`config.mk`:
```
export PLATFORM = sky130hd
export DESIGN_NAME = stage_sequencer
export DESIGN_NICKNAME = d
export VERILOG_FILES = /design/src/rtl/sequencer_pkg.sv /design/src/rtl/retire_counter.sv /design/src/rtl/stage_sequencer.sv
export SDC_FILE = /design/constraint.sdc
export NUM_CORES = 1
export LEC_CHECK = 0
export ABC_AREA = 1
export CAP_MARGIN = 0
export CORE_ASPECT_RATIO = 1.4
export CORE_MARGIN = 8
export CORE_UTILIZATION = 45
export CTS_CLUSTER_SIZE = 40
export DETAILED_ROUTE_END_ITERATION = 8
export MAX_ROUTING_LAYER = met4
export PLACE_DENSITY = 0.75
export SETUP_SLACK_MARGIN = 0.05
export SLEW_MARGIN = 40
export SYNTH_ARGS = -nofsm -noshare
export SYNTH_HDL_FRONTEND = slang
export SYNTH_SLANG_ARGS = --single-unit
```
`constraint.sdc`:
```
create_clock -name clk -period 2.36 [get_ports clk]
set_input_delay 0.236 -clock clk [delete_from_list [all_inputs] [get_ports clk]]
set_output_delay 0.236 -clock clk [all_outputs]
set_load 0.05 [all_outputs]
```
`src/rtl/sequencer_pkg.sv`:
```
// Shared types and constants for the LEGv8 multi-cycle stage sequencer.
`ifndef WORD
`define WORD 64
`endif
`ifndef INSTR_LEN
`define INSTR_LEN 32
`endif

package sequencer_pkg;

  localparam int OPCODE_W = 11;

  typedef logic [`WORD-1:0]      word_t;
  typedef logic [`INSTR_LEN-1:0] instr_t;

  typedef enum logic [2:0] {
    ST_IDLE      = 3'd0,
    ST_FETCH     = 3'd1,
    ST_DECODE    = 3'd2,
    ST_EXECUTE   = 3'd3,
    ST_MEMORY    = 3'd4,
    ST_WRITEBACK = 3'd5,
    ST_HALT      = 3'd6
  } state_t;

  // Opcode classes as iDecode presents them (short opcodes left-aligned, zero-filled).
  typedef enum logic [OPCODE_W-1:0] {
    OPC_HALT = 11'b00000000000,
    OPC_B    = 11'b00010100000,
    OPC_CBZ  = 11'b10110100000,
    OPC_ADD  = 11'b10001011000,
    OPC_SUB  = 11'b11001011000,
    OPC_STUR = 11'b11111000000,
    OPC_LDUR = 11'b11111000010
  } opcode_class_t;

  localparam logic [OPCODE_W-1:0] HALT_OPCODE_DEFAULT = OPC_HALT;

  typedef struct packed {
    logic mem_read;
    logic mem_write;
    logic reg_write;
    logic branch;
    logic uncondbranch;
  } ctrl_t;

  function automatic logic [OPCODE_W-1:0] instr_opcode(input instr_t instr);
    return instr[`INSTR_LEN-1 -: OPCODE_W];
  endfunction

endpackage

```
`src/rtl/retire_counter.sv`:
```
// Saturating retired-instruction counter with synchronous clear and a
// look-ahead flag telling whether the next increment lands on LIMIT.
module retire_counter #(
  parameter int          CNT_W = 32,
  parameter int unsigned LIMIT = 0
) (
  input  logic             clk,
  input  logic             i_clr,
  input  logic             i_en,
  output logic [CNT_W-1:0] o_count,
  output logic             o_limit_hit
);

  localparam logic [CNT_W-1:0] ONE = CNT_W'(1);

  function automatic logic [CNT_W-1:0] sat_inc(input logic [CNT_W-1:0] val);
    return (&val) ? val : val + ONE;
  endfunction

  logic [CNT_W-1:0] r_count;
  logic [CNT_W-1:0] w_next;

  assign w_next      = sat_inc(r_count);
  assign o_limit_hit = (LIMIT != 0) && (w_next == CNT_W'(LIMIT));
  assign o_count     = r_count;

  always_ff @(posedge clk) begin
    if (i_clr)     r_count <= '0;
    else if (i_en) r_count <= w_next;
  end

endmodule

```
`src/rtl/stage_sequencer.sv`:
```
// Multi-cycle FETCH/DECODE/EXECUTE/MEMORY/WRITEBACK sequencer issuing one-cycle
// enable strobes to the LEGv8 datapath, with stall, memory wait and halt.
module stage_sequencer
  import sequencer_pkg::*;
#(
  parameter int                  CNT_W       = 32,
  parameter int unsigned         MAX_INSTR   = 0,
  parameter logic [OPCODE_W-1:0] HALT_OPCODE = HALT_OPCODE_DEFAULT
) (
  input  logic                clk,
  input  logic                reset,
  input  logic                run,
  input  logic                stall,
  input  logic [OPCODE_W-1:0] opcode,
  input  logic                mem_read,
  input  logic                mem_write,
  input  logic                reg_write,
  input  logic                branch,
  input  logic                uncondbranch,
  input  logic                mem_ready,
  output logic                ir_load,
  output logic                rf_read_en,
  output logic                alu_en,
  output logic                mem_en,
  output logic                rf_write_en,
  output logic                pc_en,
  output logic [2:0]          state,
  output logic [CNT_W-1:0]    instr_count,
  output logic                busy,
  output logic                halted
);

  state_t r_state;
  state_t w_next_state;
  ctrl_t  r_ctl;

  logic w_ir_load;
  logic w_rf_read_en;
  logic w_alu_en;
  logic w_mem_en;
  logic w_rf_write_en;
  logic w_retire;
  logic w_limit_hit;
  logic w_unused_branch_kind;

  // Branch kinds need no extra stage; they retire straight out of EXECUTE.
  assign w_unused_branch_kind = r_ctl.branch ^ r_ctl.uncondbranch;

  always_ff @(posedge clk) begin
    if (reset) r_state <= ST_IDLE;
    else       r_state <= w_next_state;
  end

  always_ff @(posedge clk) begin
    if (r_state == ST_DECODE && !stall)
      r_ctl <= '{mem_read: mem_read, mem_write: mem_write, reg_write: reg_write,
                 branch: branch, uncondbranch: uncondbranch};
  end

  always_comb begin
    w_next_state  = r_state;
    w_ir_load     = 1'b0;
    w_rf_read_en  = 1'b0;
    w_alu_en      = 1'b0;
    w_mem_en      = 1'b0;
    w_rf_write_en = 1'b0;
    w_retire      = 1'b0;
    if (!stall) begin
      case (r_state)
        ST_IDLE: begin
          if (run) w_next_state = ST_FETCH;
        end
        ST_FETCH: begin
          w_ir_load    = 1'b1;
          w_next_state = ST_DECODE;
        end
        ST_DECODE: begin
          w_rf_read_en = 1'b1;
          w_next_state = (opcode == HALT_OPCODE) ? ST_HALT : ST_EXECUTE;
        end
        ST_EXECUTE: begin
          w_alu_en = 1'b1;
          if (r_ctl.mem_read || r_ctl.mem_write) w_next_state = ST_MEMORY;
          else if (r_ctl.reg_write)              w_next_state = ST_WRITEBACK;
          else                                   w_retire     = 1'b1;
        end
        ST_MEMORY: begin
          w_mem_en = 1'b1;
          if (mem_ready) begin
            if (r_ctl.mem_read) w_next_state = ST_WRITEBACK;
            else                w_retire     = 1'b1;
          end
        end
        ST_WRITEBACK: begin
          w_rf_write_en = 1'b1;
          w_retire      = 1'b1;
        end
        ST_HALT: begin
          w_next_state = ST_HALT;
        end
        default: begin
          w_next_state = ST_IDLE;
        end
      endcase
      // The retire limit outranks a pending run request.
      if (w_retire) begin
        if (w_limit_hit) w_next_state = ST_HALT;
        else if (run)    w_next_state = ST_FETCH;
        else             w_next_state = ST_IDLE;
      end
    end
  end

  retire_counter #(
    .CNT_W (CNT_W),
    .LIMIT (MAX_INSTR)
  ) u_retire_counter (
    .clk         (clk),
    .i_clr       (reset),
    .i_en        (w_retire),
    .o_count     (instr_count),
    .o_limit_hit (w_limit_hit)
  );

  assign ir_load     = w_ir_load;
  assign rf_read_en  = w_rf_read_en;
  assign alu_en      = w_alu_en;
  assign mem_en      = w_mem_en;
  assign rf_write_en = w_rf_write_en;
  assign pc_en       = w_retire;
  assign state       = r_state;
  assign busy        = (r_state != ST_IDLE) && (r_state != ST_HALT);
  assign halted      = (r_state == ST_HALT);

endmodule

```
* Word level (Yosys, flattened, before mapping)
Index checks and enable logic that the tools add are counted.
Storage, ports and cells: register bits 38, bits in latches 0, bits in writable memories 0, memory bits (read-only) 0, bits of input ports 21, output and inout bits 43, word-level logic and storage cells 56, memories kept 0
Operators by class: add/sub/neg operators 1, $mul 0, divide/modulo/power cells 0, $lt $le $gt $ge 0, equality and inequality tests 12, shift operators 0, mux-type cells 26, bitwise operators 2, reduce and logical (&&, ||, !) cells 10
Operator list (count):
- adder 32 x 1 -> 32 bit (second input constant) | 1
- AND reduction 32 bit | 1
- two-way mux 3 bit | 7
- one-hot mux 3 bit (7 select lines) | 1
- two-way mux 1 bit | 17
- inequality test 3 bit (second input constant) | 4
- logical NOT 11 bit | 1
- equality test 3 bit (second input constant) | 3
- equality test 3 x 2 -> 1 bit (second input constant) | 2
- AND reduction 6 bit | 1
- inequality test 4 bit (second input constant) | 1
- equality test 3 x 1 -> 1 bit (second input constant) | 1
- logical NOT 3 bit | 1
- one-hot mux 1 bit (3 select lines) | 1
- nonzero test 3 bit | 1
- logical AND 1 bit | 2
- inequality test 2 bit (second input constant) | 1
- NOT 1 bit | 2
- AND reduction 2 bit | 1
- logical NOT 1 bit | 1
- logical OR 1 bit | 1

* Depth between registers and ports, before layout
Gate-level depths: netlist of run 1.
depth in word-level cells 6, gate-level depth with buffers 12, mapped depth without buffers 10

* By module
From an unflattened synthesis of run 1, not the netlist that was laid out.
Unflattened totals: cell total of the unflattened synthesis 402, area, all modules 2538.7 µm²
Modules (own cells, without submodules):
- retire_counter | times used 1, cells each 320, area each 2053.2 µm², sequential area each 640.6 µm²
- stage_sequencer | times used 1, cells each 82, area each 485.5 µm², sequential area each 150.1 µm²

* Worst setup path after synthesis of run 1
Ideal clock, no wire load.
path kind flip-flop to flip-flop, start point register r_state[1], in the netlist state[1], end point register r_ctl[2] (netlist name), enable pin, library setup time 0.415 ns, data arrival time 2.162 ns, data required time 1.945 ns, setup slack -0.217 ns, cell stages (with the launch flop) 3, period minus slack after synthesis 2.577 ns, path through dfxtp_1 nand2_1 nor3_1
Between the ends: cells in the longest elaborated chain, start to end 2
RTL lines:
- from (decl) | line stage_sequencer.sv:33 | state_t r_state;
- from (signal assigned) | line stage_sequencer.sv:51 | else r_state <= w_next_state;
- equality test 3 x 2 -> 1 bit | line stage_sequencer.sv:55 | if (r_state == ST_DECODE && !stall)
- logical AND 1 bit | line stage_sequencer.sv:55
- to (signal assigned) | line stage_sequencer.sv:56 | r_ctl <= '{mem_read: mem_read, mem_write: mem_write, reg_write: reg_write,
- to (decl) | line stage_sequencer.sv:35 | ctrl_t r_ctl;
Every way passes these cells. A chain may end at the register's enable or synchronous reset.

* Worst setup path after layout of run 1
start point register r_state[2], in the netlist state[2], end point output port pc_en
Between the ends: cells in the longest elaborated chain, start to end 4, elaborated cells on any way between the ends 6
RTL lines:
- equality test 3 bit or equality test 3 x 2 -> 1 bit (tied branches) | line stage_sequencer.sv:69 | case (r_state)
- one-hot mux 1 bit (3 select lines) (*) | line stage_sequencer.sv:69
- two-way mux 1 bit (*) (2 in a row) | line stage_sequencer.sv:68 | if (!stall) begin
- to (decl) | line stage_sequencer.sv:26 | output logic pc_en,
Mark *: on every way between the ends. The rest lies on a longest branch, timed or not. The select of a mux whose other input is x is not followed.

==> impl_metrics.py, run 1 <==
metrics = {
    "sta": {
        "slew_headroom_pct": 63.84,
        "fin_crit_sh_pct": 92.15,
        "period_needed_ns": 2.175,
        "tns_ns": 0,
        "max_freq_mhz": 459.8,
        "setup_violations": 0,
        "finalHoldViolCount": 0,
        "rsz0062_at_grt": "true",
        "slew_violations": 0,
        "skew_ns": 0.008565,
        "tightest_slew_ns": 0.5407,
    },
    "synth": {
        "yosysWarnings": 0,
        "synth-edff-count": 3,
        "synth-simple-area-share_pct": 51.56,
        "ys_ff_latch": 38,
        "yosys.area.top_type": "dfxtp_1",
        "synth_fp_nets": 463,
        "avgSynthCellArea_um2": 6.086,
        "synth_xor_area_share_pct": 3.263,
        "synth_compound_area_share_pct": 8.951,
        "synthAdderAreaFrac_pct": 0.4662,
        "synth_top_family_by_area": "simple AND/OR/NAND/NOR gates",
        "synth_area_um2": 2684,
        "synth_cell_types": 29,
        "muxShareOfSynthArea_pct": 0,
        "yosysSeqAreaShare_pct": 29.46,
        "synth_top_area_share_pct": 26.11,
        "ys.flop_type": "dfxtp_1",
        "ys_async_sr_fraction_pct": 0,
        "synth_area_leaders": "dfxtp_1 26%, nand2_1 24%, nor2_1 11%",
        "syn_inst": 441,
    },
    "global_route": {
        "grt_first_pass_wirelength_mm": 13.36,
        "grt-ovfl-total": 0,
        "grt_max_degree": 33,
        "antenna_found_initial": 0,
        "track_usage_pct": 19.36,
        "grt_pass1_vias": 2964,
    },
    "clock_network": {
        "path_clk_slew_ns": 0.08,
        "clk_latency_ns": 0.30,
        "cts_sinks": 38,
        "cts.htree.levels": 2,
        "ctsHoldBuffers": 0,
        "cts_buffers": 5,
        "cts.path.max_buffers": 2,
        "clockRootBuffer": "clkbuf_8",
        "cts_tree": "yes",
    },
    "floorplanning": {
        "dieHeight_um": 107.4,
        "dieWidth_um": 81.27,
        "die-area_um2": 8726,
        "pin_count": 64,
        "coreArea_um2": 5822,
        "start_util_pct": 46.10,
        "row_count": 33,
    },
    "critical_path": {
        "r2r_slack_ns": 0.44,
        "cp_data_required_time_ns": 2.12,
        "worstPathArrival_ns": 1.94,
        "critPathCaptureType": "output pin",
        "reg2reg_to": "u_retire_counter.o_count[3]",
        "startpoint_type": "flop",
        "critical-path-max-stage-delay_ns": 0.54,
        "crit_path_frequent_cell": "nand2_1",
        "path_cells": "nor2_1 > nand2_1 > nand3_2 > nand2_1 > clkinvlp_4 > buf_12",
        "critPathSlowestCell": "dfxtp_1",
        "timing.rr.start": "u_retire_counter.o_count[1]",
        "critPathTopFamily": "simple AND/OR/NAND/NOR gates",
        "rr_worst_depth": 9,
        "critPathMaxFanout": 13,
        "setup.worst_path.class": "flop to output pin",
        "crit_buf_inv": 2,
    },
    "layout": {
        "syn_to_final_growth_pct": 31.93,
        "drive_above_1_share_pct": 10.71,
        "antenna_cells": 0,
        "nets": 525,
        "ff_latch_area_um2": 790.8,
        "multi_input_area_um2": 1737,
        "instances_no_fill": 574,
        "fill_cells": 586,
    },
    "power_and_ir_drop": {
        "pwr_density_cell_nw_per_um2": 437.9,
        "cellLeakagePower_nw": 1.300,
        "ir_drop_mv": 0.2997,
    },
    "detailed_routing": {
        "vias": 3015,
        "via_per_inst": 5.253,
        "wl_per_cell_um": 13.50,
        "postRouteWirelength_mm": 7.748,
        "drc": 0,
        "first_pass_iters": 4,
        "antenna_left": 0,
        "drt_iter0_drc": 163,
    },
    "outcome": {
        "status": "complete, no violations",
    },
    "worst_hold_path": {
        "hold-path-endpoint": "r_ctl[3]",
        "whs_path_depth": 1,
        "timing.hold.worst.class": "input pin to flop",
        "hold_start": "mem_write",
    },
    "place": {
        "gp_congestion": 0.9464,
        "port-buffer-count": 61,
        "placed_cells": 566,
        "place_hpwl_mm": 5.981,
    },
    "run": {
        "cap_violations": 0,
    },
}
[placed cells by master, fill, tap and decap left out, types with 6 or more instances in the layout]
cell	instances
nand3b_1	15
clkbuf_8	6
nand3_1	26
xor2_1	6
clkdlybuf4s50_1	53
nand2_2	12
a21oi_1	22
dfxtp_1	35
a21oi_2	11
nor2_1	76
nand2_1	172
inv_1	21
buf_4	8
[sequential cells by signal (all words and copies together) (netlist names)]
| register | count |
|---|---|
| r_ctl | 3 |
| state | 3 |
| u_retire_counter.o_count | 32 |
[synthesized netlist by cell type (2+ instances only)]
| cell type | n |
|---|---|
| o21ai_0 | 4 |
| xor2_1 | 6 |
| inv_1 | 22 |
| a21oi_1 | 22 |
| nor2_4 | 4 |
| edfxtp_1 | 3 |
| buf_2 | 6 |
| nor2_1 | 77 |
| nand3b_1 | 15 |
| a21oi_2 | 11 |
| nand2_1 | 172 |
| buf_6 | 2 |
| nand3_1 | 26 |
| xnor2_1 | 4 |
| nand4_1 | 4 |
| nor3_1 | 2 |
| nand2_2 | 12 |
| dfxtp_1 | 35 |
| clkbuf_1 | 4 |
[how the worst max path moves through the flow]
| stage | startpoint | to | slack [ns] | cells past startpoint |
|---|---|---|---|---|
| after CTS | state[0] | busy | 0.09 | 5 |
| after global routing | state[2] | pc_en | 0.007 | 6 |
| after global placement | mem_ready | pc_en | 0.37 | 8 |
| after detailed placement | mem_ready | pc_en | 0.32 | 8 |
| final | state[2] | pc_en | 0.19 | 6 |
| after floorplan | state[0] | busy | 0.27 | 4 |
[worst reg2reg max path, stage by stage (launching register included)]
cell	delay, ns
dfxtp_1	0.41
ha_1	0.23
inv_2	0.06
nor2_4	0.18
nand2_4	0.10
nor2_4	0.16
nand2_2	0.12
nand3_4	0.34
nand2_1	0.12
a21oi_2	0.14
[per-stage QoR]
step / worst slack, ns / cell area (um^2) / hold slack (ns) / power, mW / utilization [%]
after floorplan: 0.2680 / 2696 / 0.3349 / 0.7864 / -
after detailed placement: 0.3238 / 3382 / 0.5087 / 0.8572 / 58.09
after global placement: 0.3699 / 3382 / 0.5016 / 0.8542 / 58.09
after global routing: 0.006529 / 3541 / 0.4825 / 1.599 / 60.82
final: 0.1852 / 3541 / 0.4880 / 1.551 / 60.82
after CTS: 0.08825 / 3525 / 0.4852 / 1.562 / 60.54
[cell families (layout without fill, tap and decap cells)]
family,Yosys count,in the layout
simple gates,317,317
compound gates,39,39
flops,38,38
buf+inv,36,99
xor+xnor,10,10
fa+ha+maj,1,1
[cell type report]
cell class                 count  share of cell area, %
tap                           70                  2.473
multi-input combinational    367                  49.05
clock inverter                 2                  1.696
clock buffer                   6                  2.332
sequential                    38                  22.33
inverter                      23                  2.544
timing repair buffer          68                  19.58
[power breakdown]
| group | internal (mW) | leakage [nW] | total, mW | switching [mW] |
|---|---|---|---|---|
| clock | 0.451 | 0.0714 | 0.709 | 0.258 |
| combinational | 0.0666 | 0.919 | 0.174 | 0.108 |
| sequential | 0.656 | 0.310 | 0.667 | 0.0108 |
| total | 1.17 | 1.30 | 1.55 | 0.376 |
[per-layer routing]
metal | global-route usage [%] | up-vias | share of wire (%)
met1 | 21.03 | 1396 | 40
met5 | - | - | 0
met2 | 33.43 | 79 | 51
li1 | - | 1527 | -
met4 | 6.795 | 0 | 2.2
met3 | 4.097 | 13 | 5.9
[what timing repair did]
item,in CTS,in global routing
resized for setup,0,6
buffers inserted,0,0
endpoints found under the setup margin,0,6
Note: power is estimated with default switching activity, not from simulation.
==> run 2, diff against run 1 <==
==> constraint.sdc (replaced) <==
create_clock -name clk -period 2.36 [get_ports clk]
set_input_delay 0.59 -clock clk [delete_from_list [all_inputs] [get_ports clk]]
set_output_delay 0.59 -clock clk [all_outputs]
set_load 0.05 [all_outputs]
==> run 2 against run 1 <==
Power shrank 15%. Design area up 4.0%. Clock power fell by 35%. Clock skew up 0.0013 ns. Worst hold slack better by 0.031 ns. Largest power group is now registers.
==> impl_metrics.py, run 2 (synthesis results as in run 1) <==
metrics = {
    "sta": {
        "tightest_slew_ns": 0.5390,
        "setup_violations": 0,
        "period_needed_ns": 2.235,
        "slew_violations": 0,
        "max_freq_mhz": 447.4,
        "finalHoldViolCount": 0,
        "skew_ns": 0.009875,
        "slew_headroom_pct": 63.95,
        "tns_ns": 0,
        "rsz0062_at_grt": "false",
        "fin_crit_sh_pct": 94.70,
        "fin_ws_ns": 0.1250,
    },
    "clock_network": {
        "cts_buffers": 5,
        "cts.htree.levels": 2,
        "clk_latency_ns": 0.29,
        "post-cts-setup-buffers": 0,
        "cts_tree": "yes",
        "ctsHoldBuffers": 0,
        "cts_sinks": 38,
        "clockRootBuffer": "clkbuf_8",
        "cts.path.max_buffers": 2,
        "path_clk_slew_ns": 0.08,
    },
    "power_and_ir_drop": {
        "p_comb_share_pct": 14.4,
        "clkPwrFrac_pct": 34.9,
        "cellLeakagePower_nw": 1.341,
        "p_int_mw": 0.9605,
        "ir_drop_mv": 0.2405,
        "pwr_density_cell_nw_per_um2": 357.8,
        "p_total_mw": 1.318,
        "seq_power_share_pct": 50.7,
        "p_switching_mw": 0.3570,
        "swShare_pct": 27.10,
    },
    "detailed_routing": {
        "via_per_inst": 5.061,
        "wl_per_cell_um": 13.22,
        "drc": 0,
        "antenna_left": 0,
        "vias": 2981,
        "first_pass_iters": 5,
        "drt_iter0_drc": 151,
        "postRouteWirelength_mm": 7.784,
    },
    "floorplanning": {
        "dieWidth_um": 81.27,
        "start_util_pct": 46.10,
        "coreArea_um2": 5822,
        "dieHeight_um": 107.4,
        "die-area_um2": 8726,
        "row_count": 33,
        "pin_count": 64,
    },
    "layout": {
        "instances_no_fill": 589,
        "antenna_cells": 0,
        "drive_above_1_share_pct": 14.84,
        "largest_reg_flops": 32,
        "mostFrequentLayoutCell": "nand2_1",
        "most-common-layout-cells": "171 x nand2_1, 75 x nor2_1, 51 x clkdlybuf4s50_1",
        "nets": 542,
        "syn_to_final_growth_pct": 37.20,
    },
    "global_route": {
        "grt_pass1_vias": 2901,
        "grt_max_degree": 21,
        "track_usage_pct": 19.12,
        "antenna_found_initial": 0,
        "grt-ovfl-total": 0,
        "grt_first_pass_wirelength_mm": 13.22,
    },
    "run": {
        "cap_violations": 0,
    },
    "worst_hold_path": {
        "hold-path-endpoint": "u_retire_counter.o_count[30]",
        "timing.hold.worst.class": "flop to flop",
        "hold_start": "u_retire_counter.o_count[30]",
        "whs_path_depth": 2,
    },
    "critical_path": {
        "r2r_slack_ns": 0.42,
        "startpoint_type": "flop",
        "crit_buf_inv": 1,
        "reg2reg_to": "u_retire_counter.o_count[10]",
        "cp_data_required_time_ns": 1.77,
        "critPathCaptureType": "output pin",
        "path_cells": "clkdlybuf4s50_1",
        "critPathTopFamily": "buffers and inverters",
        "worstPathArrival_ns": 1.64,
        "rr_worst_depth": 10,
        "critPathSlowestCell": "clkdlybuf4s50_1",
        "critPathMaxFanout": 6,
        "critical-path-max-stage-delay_ns": 0.89,
        "setup.worst_path.class": "flop to output pin",
        "timing.rr.start": "u_retire_counter.o_count[0]",
    },
    "outcome": {
        "status": "complete, no violations",
    },
    "place": {
        "gp_congestion": 0.9586,
        "placed_cells": 583,
        "place_hpwl_mm": 6.280,
        "post-place-ws_ns": -0.005770,
        "port-buffer-count": 61,
    },
}
==> run 2: changes by cell type in the layout (fill, tap and decap cells not counted), moves of 2 or more <==
cell and delta:
bufinv_16 -2, buf_12 +7, dlymetal6s2s_1 -3, buf_4 +15, clkdlybuf4s50_1 -2
==> run 2: power groups by stage <==
stage | registers [mW] | logic [mW] | clock network, mW
floorplan | 0.697 | 0.0911 | 0
global placement | 0.682 | 0.188 | 0
detailed placement | 0.682 | 0.189 | 0
CTS | 0.667 | 0.190 | 0.475
global route | 0.669 | 0.205 | 0.491
finish | 0.668 | 0.190 | 0.460
==> run 2: tightest hold or removal path, cell delays in order, from the launching register on <==
cell	delay, ns
dfxtp_1	0.34
nand2_1	0.07
a21oi_1	0.06
==> run 2: how the worst max path moves through the flow <==
stage                                            start              end  slack [ns]  depth (start not counted)
final                     u_retire_counter.o_count[18]  instr_count[18]        0.13                          1
after global routing                          state[0]         state[0]        0.06                          1
after CTS                                     state[2]         state[2]        0.05                          1
after detailed placement                     mem_ready            pc_en      -0.006                          8
after global placement                       mem_ready            pc_en        0.01                          8
after floorplan                               state[2]             busy        0.02                          4
==> run 2: final cells by class <==
cell class	instances	area, um^2
multi-input combinational	367	1747
sequential	38	790.8
fill	554	2140
tap	70	87.58
timing repair buffer	85	888.4
clock buffer	6	82.58
inverter	23	86.33
==> run 2: per-stage QoR <==
stage | utilization [%] | hold slack, ns | area [um^2]
2_1_floorplan | - | 0.6889 | 2699
3_3_place_gp | 61.62 | 0.4999 | 3587
3_5_place_dp | 61.62 | 0.5153 | 3587
4_1_cts | 63.03 | 0.5259 | 3670
5_1_grt | 63.25 | 0.5461 | 3682
6_report | 63.25 | 0.5187 | 3682
==> run 2: timing repair <==
item / 4_1_cts / 5_1_grt
endpoints found under the setup margin: 1 / 2
resized for setup: 1 / 4
pin swaps: 1 / 3
==> run 2: routing by layer <==
| layer | routed length, um | GRT usage, % |
|---|---|---|
| met1 | 3304 | 21.54 |
| met3 | 451 | 4.181 |
| met4 | 136 | 6.282 |
| met2 | 3892 | 32.23 |
| met5 | 0 | - |
